===== config.mk =====
export PLATFORM = sky130hd
export DESIGN_NAME = lcd_hex_writer
export DESIGN_NICKNAME = d
export VERILOG_FILES = /design/src/rtl/lcd_pkg.sv /design/src/rtl/lcd_nibble_tx.sv /design/src/rtl/lcd_hex_writer.sv
export SDC_FILE = /design/constraint.sdc
export NUM_CORES = 1
export LEC_CHECK = 0
export ABC_AREA = 1
export BUFFER_PORTS_ARGS = -buffer_cell sky130_fd_sc_hd__clkbuf_2
export CAP_MARGIN = 20
export CORE_UTILIZATION = 45
export CTS_CLUSTER_SIZE = 16
export DETAILED_ROUTE_END_ITERATION = 16
export GPL_TIMING_DRIVEN = 0
export PLACE_DENSITY = 0.64
export SLEW_MARGIN = 20
export SYNTH_ARGS = -nofsm -noshare
export SYNTH_HDL_FRONTEND = slang
export SYNTH_SLANG_ARGS = --single-unit

===== constraint.sdc =====
create_clock -name CLK -period 3.55 [get_ports CLK]
set_clock_uncertainty 0.2 [all_clocks]
set_input_delay 0.355 -clock CLK [delete_from_list [all_inputs] [get_ports CLK]]
set_output_delay 0.355 -clock CLK [all_outputs]
set_load 0.01 [all_outputs]

===== src/rtl/lcd_pkg.sv =====
// Shared types, HD44780 command bytes and the hex-digit to ASCII mapping
// used by the LCD hex writer.
package lcd_pkg;

    typedef enum logic [2:0] {
        PWRUP,
        INIT,
        IDLE,
        ADDR,
        CHARS
    } lcd_state_t;

    typedef enum logic [1:0] {
        PH_HI,
        PH_LO,
        PH_WAIT
    } lcd_phase_t;

    localparam logic [7:0] LCD_FUNCSET   = 8'h28;
    localparam logic [7:0] LCD_DISPON    = 8'h0C;
    localparam logic [7:0] LCD_ENTRY     = 8'h06;
    localparam logic [7:0] LCD_CLEAR     = 8'h01;
    localparam logic [7:0] LCD_HOME_ADDR = 8'h80;

    function automatic logic [7:0] hex_to_ascii(input logic [3:0] h);
        return (h < 4'd10) ? (8'h30 + {4'h0, h}) : (8'h37 + {4'h0, h});
    endfunction

endpackage


===== src/rtl/lcd_nibble_tx.sv =====
// Sends one nibble on the 4-bit LCD bus: setup cycle, E_PULSE cycles of E high,
// hold cycle. DB/RS are held for the whole transfer and forced low when idle.
module lcd_nibble_tx #(
    parameter int E_PULSE = 12
) (
    input  logic       CLK,
    input  logic       RST,
    input  logic       i_start,
    input  logic       i_rs,
    input  logic [3:0] i_nibble,
    output logic       o_e,
    output logic       o_rs,
    output logic [3:0] o_db,
    output logic       o_done
);
    localparam int N  = E_PULSE + 2;
    localparam int CW = $clog2(N);

    logic          r_active;
    logic [CW-1:0] r_cnt;
    logic          r_rs;
    logic [3:0]    r_db;
    logic          r_e;

    // E is registered so the strobe pin never sees decode glitches
    always_ff @(posedge CLK or posedge RST) begin
        if (RST) begin
            r_active <= 1'b0;
            r_cnt    <= '0;
            r_rs     <= 1'b0;
            r_db     <= 4'h0;
            r_e      <= 1'b0;
        end else if (i_start) begin
            r_active <= 1'b1;
            r_cnt    <= '0;
            r_rs     <= i_rs;
            r_db     <= i_nibble;
            r_e      <= 1'b0;
        end else if (r_active) begin
            r_e <= (r_cnt < CW'(E_PULSE));
            if (r_cnt == CW'(N - 1))
                r_active <= 1'b0;
            else
                r_cnt <= r_cnt + 1'b1;
        end
    end

    assign o_e    = r_e;
    assign o_rs   = r_active & r_rs;
    assign o_db   = r_active ? r_db : 4'h0;
    assign o_done = r_active && (r_cnt == CW'(N - 1));

endmodule


===== src/rtl/lcd_hex_writer.sv =====
// Writes a 32-bit word as 8 ASCII hex characters to an HD44780 LCD (4-bit bus),
// including power-up init. Optional macro LCD_AUTO_REFRESH_EN rewrites on Value change.
module lcd_hex_writer
    import lcd_pkg::*;
#(
    parameter int DELAY_INIT = 750000,
    parameter int E_PULSE    = 12,
    parameter int CMD_WAIT   = 2000,
    parameter int CLR_WAIT   = 82000
) (
    input  logic        CLK,
    input  logic        RST,
    input  logic [31:0] Value,
    input  logic        Update,
    output logic        LCD_E,
    output logic        LCD_RS,
    output logic        LCD_RW,
    output logic [3:0]  LCD_DB,
    output logic        Busy
);
    localparam int MAXW = (DELAY_INIT > CLR_WAIT)
                        ? ((DELAY_INIT > CMD_WAIT) ? DELAY_INIT : CMD_WAIT)
                        : ((CLR_WAIT > CMD_WAIT) ? CLR_WAIT : CMD_WAIT);
    localparam int CW = (MAXW > 1) ? $clog2(MAXW) : 1;

    lcd_state_t    r_state, w_state_nx;
    lcd_phase_t    r_phase, w_phase_nx;
    logic [2:0]    r_step, w_step_nx;
    logic [CW-1:0] r_cnt;
    logic          r_pending;
    logic [31:0]   r_snap;

    logic       w_go, w_tx_done, w_nib_only, w_last_step, w_wait_end, w_pwr_end;
    logic       w_start_hi, w_start_lo, w_tx_start, w_tx_rs;
    logic [7:0] w_byte_cur, w_tx_byte;
    logic [3:0] w_tx_nib;
    logic       w_is_clear;

    // Byte sent at a given step: fixed init/address bytes, or a snapshot digit
    function automatic logic [7:0] step_byte(input lcd_state_t s, input logic [2:0] st,
                                             input logic [31:0] snap);
        logic [31:0] sh;
        sh = snap << {st, 2'b00};
        case (s)
            INIT: begin
                case (st)
                    3'd0, 3'd1, 3'd2: return 8'h30;
                    3'd3:             return 8'h20;
                    3'd4:             return LCD_FUNCSET;
                    3'd5:             return LCD_DISPON;
                    3'd6:             return LCD_ENTRY;
                    default:          return LCD_CLEAR;
                endcase
            end
            ADDR:    return LCD_HOME_ADDR;
            CHARS:   return hex_to_ascii(sh[31:28]);
            default: return 8'h00;
        endcase
    endfunction

`ifdef LCD_AUTO_REFRESH_EN
    assign w_go = Update | r_pending | (Value != r_snap);
`else
    assign w_go = Update | r_pending;
`endif

    assign w_byte_cur  = step_byte(r_state, r_step, r_snap);
    assign w_nib_only  = (r_state == INIT) && (r_step < 3'd4);
    assign w_last_step = (r_state == ADDR) || (r_step == 3'd7);
    assign w_is_clear  = (w_byte_cur == LCD_CLEAR) && !w_nib_only;
    assign w_wait_end  = (r_phase == PH_WAIT) &&
                         (r_cnt == (w_is_clear ? CW'(CLR_WAIT - 1) : CW'(CMD_WAIT - 1)));
    assign w_pwr_end   = (r_state == PWRUP) && (r_cnt == CW'(DELAY_INIT - 1));
    assign LCD_RW      = 1'b0;

    always_ff @(posedge CLK or posedge RST) begin
        if (RST) begin
            r_state <= PWRUP;
            r_phase <= PH_HI;
            r_step  <= 3'd0;
        end else begin
            r_state <= w_state_nx;
            r_phase <= w_phase_nx;
            r_step  <= w_step_nx;
        end
    end

    // Wait counter restarts at every phase boundary so it never wraps
    always_ff @(posedge CLK or posedge RST) begin
        if (RST) begin
            r_cnt     <= '0;
            r_pending <= 1'b0;
            r_snap    <= 32'h0;
        end else begin
            if (w_state_nx != r_state || w_phase_nx != r_phase || w_step_nx != r_step)
                r_cnt <= '0;
            else if (r_state == PWRUP || r_phase == PH_WAIT)
                r_cnt <= r_cnt + 1'b1;

            if (r_state == IDLE && w_go) begin
                r_pending <= 1'b0;
                r_snap    <= Value;
            end else if (Update) begin
                r_pending <= 1'b1;
            end
        end
    end

    always_comb begin
        w_state_nx = r_state;
        w_phase_nx = r_phase;
        w_step_nx  = r_step;
        w_start_hi = 1'b0;
        w_start_lo = 1'b0;
        case (r_state)
            PWRUP: begin
                if (w_pwr_end) begin
                    w_state_nx = INIT;
                    w_step_nx  = 3'd0;
                    w_phase_nx = PH_HI;
                    w_start_hi = 1'b1;
                end
            end
            IDLE: begin
                if (w_go) begin
                    w_state_nx = ADDR;
                    w_step_nx  = 3'd0;
                    w_phase_nx = PH_HI;
                    w_start_hi = 1'b1;
                end
            end
            default: begin
                case (r_phase)
                    PH_HI: begin
                        if (w_tx_done) begin
                            if (w_nib_only) begin
                                w_phase_nx = PH_WAIT;
                            end else begin
                                w_phase_nx = PH_LO;
                                w_start_lo = 1'b1;
                            end
                        end
                    end
                    PH_LO: begin
                        if (w_tx_done)
                            w_phase_nx = PH_WAIT;
                    end
                    default: begin
                        if (w_wait_end) begin
                            w_phase_nx = PH_HI;
                            if (!w_last_step) begin
                                w_step_nx  = r_step + 3'd1;
                                w_start_hi = 1'b1;
                            end else if (r_state == ADDR) begin
                                w_state_nx = CHARS;
                                w_step_nx  = 3'd0;
                                w_start_hi = 1'b1;
                            end else begin
                                w_state_nx = IDLE;
                                w_step_nx  = 3'd0;
                            end
                        end
                    end
                endcase
            end
        endcase
    end

    // A new step's high nibble is launched in the same cycle the step begins
    always_comb begin
        w_tx_byte = w_byte_cur;
        w_tx_rs   = (r_state == CHARS);
        if (w_start_hi) begin
            w_tx_byte = step_byte(w_state_nx, w_step_nx, r_snap);
            w_tx_rs   = (w_state_nx == CHARS);
        end
        w_tx_start = w_start_hi | w_start_lo;
        w_tx_nib   = w_start_hi ? w_tx_byte[7:4] : w_tx_byte[3:0];
        Busy       = (r_state != IDLE);
    end

    lcd_nibble_tx #(.E_PULSE(E_PULSE)) u_tx (
        .CLK      (CLK),
        .RST      (RST),
        .i_start  (w_tx_start),
        .i_rs     (w_tx_rs),
        .i_nibble (w_tx_nib),
        .o_e      (LCD_E),
        .o_rs     (LCD_RS),
        .o_db     (LCD_DB),
        .o_done   (w_tx_done)
    );

endmodule


# Yosys cells after proc, flatten, opt, wreduce, memory -nomap -nowiden

Cells that the tools add are included.

Input bits: 35
Output and inout port bits: 8
Flip-flop bits (word level): 72

Shifts and indexed selects: 2
Order comparisons: 4
Reduce and logical (&&, ||, !) cells: 23
Equal/unequal tests: 31
Bitwise gates (word level): 3
Add/sub/neg operators: 7
Muxes and demuxes: 55

Operator list:

| cell                    | count |
|---|---|
| $shl A32 B5 Y32         | 2 |
| $pmux W6 S5             | 2 |
| $pmux W8 S3             | 2 |
| $mux W20                | 2 |
| $mux W3                 | 11 |
| $add A6 B4 Y7 const A   | 4 |
| $eq A3 B3 Y1 const B    | 9 |
| $eq A3 B2 Y1 const B    | 7 |
| $add A20 B1 Y20 const B | 1 |
| $eq A20 B17 Y1          | 1 |
| $eq A20 B20 Y1 const B  | 1 |
| $mux W4                 | 5 |
| $mux W1                 | 18 |
| $mux W17                | 1 |
| $mux W7                 | 2 |
| $eq A3 B1 Y1 const B    | 4 |
| $lt A4 B4 Y1 const B    | 3 |
| $mux W2                 | 6 |
| $pmux W3 S2             | 2 |
| $logic_not A3 Y1        | 3 |
| $eq A8 B1 Y1 const B    | 1 |
| $mux W8                 | 1 |
| $pmux W2 S2             | 2 |
| $logic_and A1 B1 Y1     | 6 |
| other kinds (20)        | 29 |

# Longest topological paths before layout

Depth in word-level cells: 18
Depth in mapped cells: 25
Mapped depth without buffers: 23

# By module

From an unflattened synthesis, not the netlist that was laid out.

Cell total of the unflattened synthesis: 612
Area, all modules: 4,685.7 um^2

Modules (own cells, without submodules):

| module         | area an instance (um^2) | cells an instance | instances | seq. area each (um^2) |
|---|---|---|---|---|
| lcd_hex_writer | 4,121.5                 | 541               | 1         | 1,526.5 |
| lcd_nibble_tx  | 564.3                   | 71                | 1         | 275.3 |

# Worst setup path after synthesis

Ideal clock, no wire load.

Path kind: reg-to-reg
Start: register r_step[0]
End: register u_tx.r_db[0]
Library setup time: 0.073 ns
Arrival: 3.131 ns
Path slack: 0.146 ns
Clock period less this slack: 3.404 ns
Required time: 3.277 ns
Stages on the path, launching flop included: 25
Cell sequence: dfrtp_1 -> inv_1 -> clkbuf_1 -> ha_1 -> nor2_1 -> nand4_4 -> nand2_2 -> inv_2 -> nor2_4 -> nand3_2 -> nand2_1 -> nand3_1 -> nand2_1 -> buf_2 -> nor2_1 -> a221oi_1 -> nand3_1 -> o21ai_0 -> ha_1 -> nand3_1 -> nand3_1 -> nand2_1 -> nand2_1 -> nand2_1 -> a21oi_2

Cells in the longest elaborated chain, start to end: 18
Elaborated cells between the ends (all ways): 65

RTL lines:

| item                                          | RTL line                            | text |
|---|---|---|
| start: declaration                            | lcd_hex_writer.sv:28                | `logic [2:0] r_step, w_step_nx;` |
| start signal: assignment                      | lcd_hex_writer.sv:84                | `r_step <= w_step_nx;` |
| $shl A32 B5 Y32 (tied with other cells)       | lcd_hex_writer.sv:43                | `sh = snap << {st, 2'b00};` |
| $add A6 B4 Y7 (tied with other cells)         | lcd_pkg.sv:26                       | `return (h < 4'd10) ? (8'h30 + {4'h0, h}) : (8'h37 + {4'h0, h});` |
| $mux W7 / $pmux W6 S5 (equally long branches) | lcd_pkg.sv:26, lcd_hex_writer.sv:46 |  |
| $pmux W8 S3                                   | lcd_hex_writer.sv:44                | `case (s)` |
| $eq A8 B1 Y1                                  | lcd_hex_writer.sv:70                | `assign w_is_clear = (w_byte_cur == LCD_CLEAR) && !w_nib_only;` |
| $logic_and A1 B1 Y1                           | lcd_hex_writer.sv:70                |  |
| $mux W17                                      | lcd_hex_writer.sv:72                | `(r_cnt == (w_is_clear ? CW'(CLR_WAIT - 1) : CW'(CMD_WAIT - 1)));` |
| $eq A20 B17 Y1                                | lcd_hex_writer.sv:72                |  |
| [... 2 more ...]                              | -                                   |  |
| $mux W3                                       | lcd_hex_writer.sv:133               | `case (r_phase)` |
| $pmux W3 S2                                   | lcd_hex_writer.sv:115               | `case (r_state)` |
| $shl A32 B5 Y32 (tied with other cells)       | lcd_hex_writer.sv:43                |  |
| $add A6 B4 Y7 (tied with other cells)         | lcd_pkg.sv:26                       |  |
| $mux W7 / $pmux W6 S5 (equally long branches) | lcd_pkg.sv:26, lcd_hex_writer.sv:46 |  |
| $pmux W8 S3                                   | lcd_hex_writer.sv:44                |  |
| $mux W8                                       | lcd_hex_writer.sv:173               | `if (w_start_hi) begin` |
| $mux W4                                       | lcd_hex_writer.sv:178               | `w_tx_nib = w_start_hi ? w_tx_byte[7:4] : w_tx_byte[3:0];` |
| end signal: assignment                        | lcd_nibble_tx.sv:37                 | `r_db <= i_nibble;` |
| end: declaration                              | lcd_nibble_tx.sv:22                 | `logic [3:0] r_db;` |

Several ways; a longest one is shown, not always the timed one.
A chain may end at the register's enable or synchronous reset.

# Worst setup path in the final report

Same ends and word-level chain as after synthesis.

==> flow_summary_export.csv <==
group,metric,value,unit
grt,antenna_found_initial,0,
route,antenna_left,0,
timing,setup_viol,0,
clock_network,clkTransAtPathRegs,0.07,ns
clock_network,cts_max_level,3,
synth,synth_area_per_cell,7.25,um^2
pwr,leakage,2.74,nW
synth,async_flop_share,100,%
pwr,pwr-share-comb,7.5,%
pwr,pwr-share-clk,38.8,%
flow_run,cap_violations,0,
timing,slew_headroom,61.6,%
clock_network,clockRootBuffer,"clkbuf_8",
synth,ys_top_cells_by_count,"195 x nand2_1, 72 x dfrtp_1, 65 x nor2_1",
synth,synth_seq_cells,72,
critical_path,crit_start,"r_step[0]$_DFF_PP0_",
synth,synth_nets,672,
critical_path,crit_fanout,6,
clock_network,clock_sinks,72,
clock_network,clk_latency,0.36,ns
layout,diodes,0,
route,wirelength,12200,um
timing,period_minus_slack,3.39,ns
timing,finalCritPeriodShare,95.6,%
route,drt_iter0_markers,220,
route,viasPerCell,5.22,
synth,synth-edff-count,0,
pwr,irDropWorstVdd,0.170,mV
grt,grt_busiest_layer,"met2",
clock_network,tritoncts,"done",
pwr,swShare,23.6,%
synth,synth_seq_area_share,39.6,%
critical_path,crit_path_top_delay_cell,"dfrtp_2",
place,port_buffers,41,
floorplanning,pin_count,43,
grt,gr-total-overflow,0,
timing,tns,0,ns
synth,synth_top_cell_area_share,39.6,%
place,dp_hpwl,8700,um
grt,grt_use_met1,32.5,%
grt,grt_max_degree,57,
route,dr.pass1.iters,5,
floorplanning,die_x,103,um
place,gp_congestion,0.913,
synth,synthCells,627,
timing,worst_pin_slew,0.576,ns
place,dp.cells,802,
status,outcome,"completed",
floorplanning,rows,36,
timing,hold_viol,0,
pwr,switching_power,0.000375,W
floorplanning,core,9770,um^2
grt,met3_usage,2.78,%
grt,grt_pass1_vias,4169,
timing,clock.fmax,0.295,GHz
clock_network,cts_buffer_depth,2,
critical_path,cp_cell_sequence,"buf_6 > ha_4 > nor2_4 > nand4_4 > buf_6 > a21oi_4 > nor2_4 > nand4_1 > nand3_2 > nand2_4 > buf_6 > nor2_1 > a221oi_2 > nand3_1 > o21ai_1 > ha_2 > nand3_2 > nand3_2 > nand2_1 > nand2_1 > nand2_1 > a21oi_2",
synth,ys.flop_type,"dfrtp_1",
synth,yosysWarnings,0,
layout,instances_no_fill,853,
pwr,finalPower,0.00159,W
synth,synth.area.top_cells,"dfrtp_1 40%, nand2_1 16%, nor2_1 5.4%, inv_1 5.0%, o21ai_0 4.7%",
timing,slew_viol_final,0,
floorplanning,die_h,103,um
route,drc,0,
timing,setup_slack,0.156,ns
grt,use_met2,42.2,%
synth,yosysUniqueCellTypes,47,
layout,area_growth_syn_to_layout,23.8,%
synth,syn_area,4550,um^2
floorplanning,die_area,10500,um^2
pwr,power_density,283,nW/um^2
critical_path,path_class,"register to register",
critical_path,cp-start-kind,"register",
floorplanning,start_util,46.5,%
synth,synth_top_area_cell,"dfrtp_1",
synth,synth_most_common_cell,"nand2_1",
critical_path,cpPeakStageDelay,0.43,ns
grt,grt.total_usage,24.9,%
hold_path,holdCritPathClass,"input pin to register",
clock_network,cts_inserted_buffers,9,
layout,post_route_cells_drive_above_1_share,20.0,%
hold_path,holdCritStartpoint,"Value[16]",
place,dp_slack,-0.753,ns
grt,grt_pass1_wl,19900,um
pwr,pwr-share-seq,53.7,%
route,vias,4456,
critical_path,crit_required,3.63,ns
critical_path,crit_arrival,3.48,ns
layout,nets,763,
critical_path,worstSetupEndpointType,"register",
critical_path,rr_startpoint,"r_step[0]$_DFF_PP0_",
pwr,p_int,0.00122,W
route,wire_per_inst,14.3,um
## state kept, by name, indices dropped and copies added (netlist names)
signal	cells
r_pending	1
u_tx.o_e	1
r_cnt	20
r_snap	32
r_step	3
u_tx.r_cnt	4
u_tx.r_db	4
u_tx.r_rs	1
u_tx.r_active	1
r_phase	2
r_state	3
## power by group through the flow
stage          logic (W)  clock network [W]  registers, W
5_1_grt         0.000139           0.000661      0.000857
3_3_place_gp   0.0000926                  0      0.000869
3_5_place_dp    0.000100                  0      0.000870
6_report        0.000120           0.000617      0.000854
4_1_cts         0.000120           0.000631      0.000854
2_1_floorplan  0.0000609                  0      0.000865
## path summary, 6_finish.rpt
path                                            end  slack (ns)  cells after the start
max                        u_tx.r_db[0]$_DFFE_PP0P_        0.16                     22
min                          r_snap[16]$_DFFE_PP0P_       0.003                      3
max reg2reg                u_tx.r_db[0]$_DFFE_PP0P_        0.16                     22
min reg2reg                  r_snap[24]$_DFFE_PP0P_        0.29                      2
max in group asynchronous       r_step[1]$_DFF_PP0_        2.31                      4
min in group asynchronous     r_cnt[18]$_DFFE_PP0P_        0.27                      3
## worst max-delay path: cells and delay by family (launching register included)
kind                     cells  cell delay [ns]
AND/OR/NAND/NOR             13             1.18
adder cells (fa/ha/maj)      2             0.37
flip-flops                   1             0.43
buffers and inverters        3             0.47
AO/OA/AOI/OAI                4             0.65
## what timing repair did
action / in CTS / in global routing
buffers inserted: 6 / 10
setup endpoints to repair: 8 / 2
gates resized for setup: 15 / 30
hold buffers: 22 / 0
pin swaps: 6 / 13
gates cloned: 0 / 1
endpoints found under the hold margin: 37 / 0
## final cells by class
type	count	area [um^2]
tap	133	166
buffer	17	95.1
timing repair buffer	81	586
multi-input combinational	468	2530
clock buffer	13	179
fill	982	4140
sequential	72	1800
inverter	69	267
## cells by family (layout without fill, tap and decap cells)
group	count (synthesis)	in the layout	share of synthesized area, %
compound gates	92	92	11.7
xor+xnor	9	9	1.73
fa+ha+maj	10	10	2.75
buf+inv	87	180	7.54
flops	72	72	39.6
other cells	1	1	0.0825
simple gates	356	356	36.6
## layout by cell type (no fill, tap or decap), drive strengths merged, types with 10 or more instances in the layout
cell type / netlist / layout
nand2: 205 / 205
nor2: 76 / 76
dfrtp: 72 / 72
inv: 68 / 68
clkbuf: 12 / 65
o21ai: 46 / 46
nand3: 36 / 36
buf: 6 / 24
dlygate4sd3: 0 / 22
a21oi: 22 / 22
nor3: 17 / 17
nand4: 12 / 12
ha: 10 / 10
## metal layers
metal,vias to the layer above,share of wire [%]
met3,27,3.3
met2,101,48
li1,2215,-
met5,-,0
met1,2113,46
met4,0,2.7
## metrics by stage
step / hold slack (ns) / instance area, um^2 / utilization [%]
floorplan: 0.259 / 4550 / -
global placement: 0.284 / 4920 / 50.3
detailed placement: 0.110 / 4950 / 50.6
CTS: 0.00144 / 5440 / 55.6
global route: 0.0191 / 5630 / 57.6
finish: 0.00292 / 5630 / 57.6
Note: power is estimated with default switching activity, not from simulation.
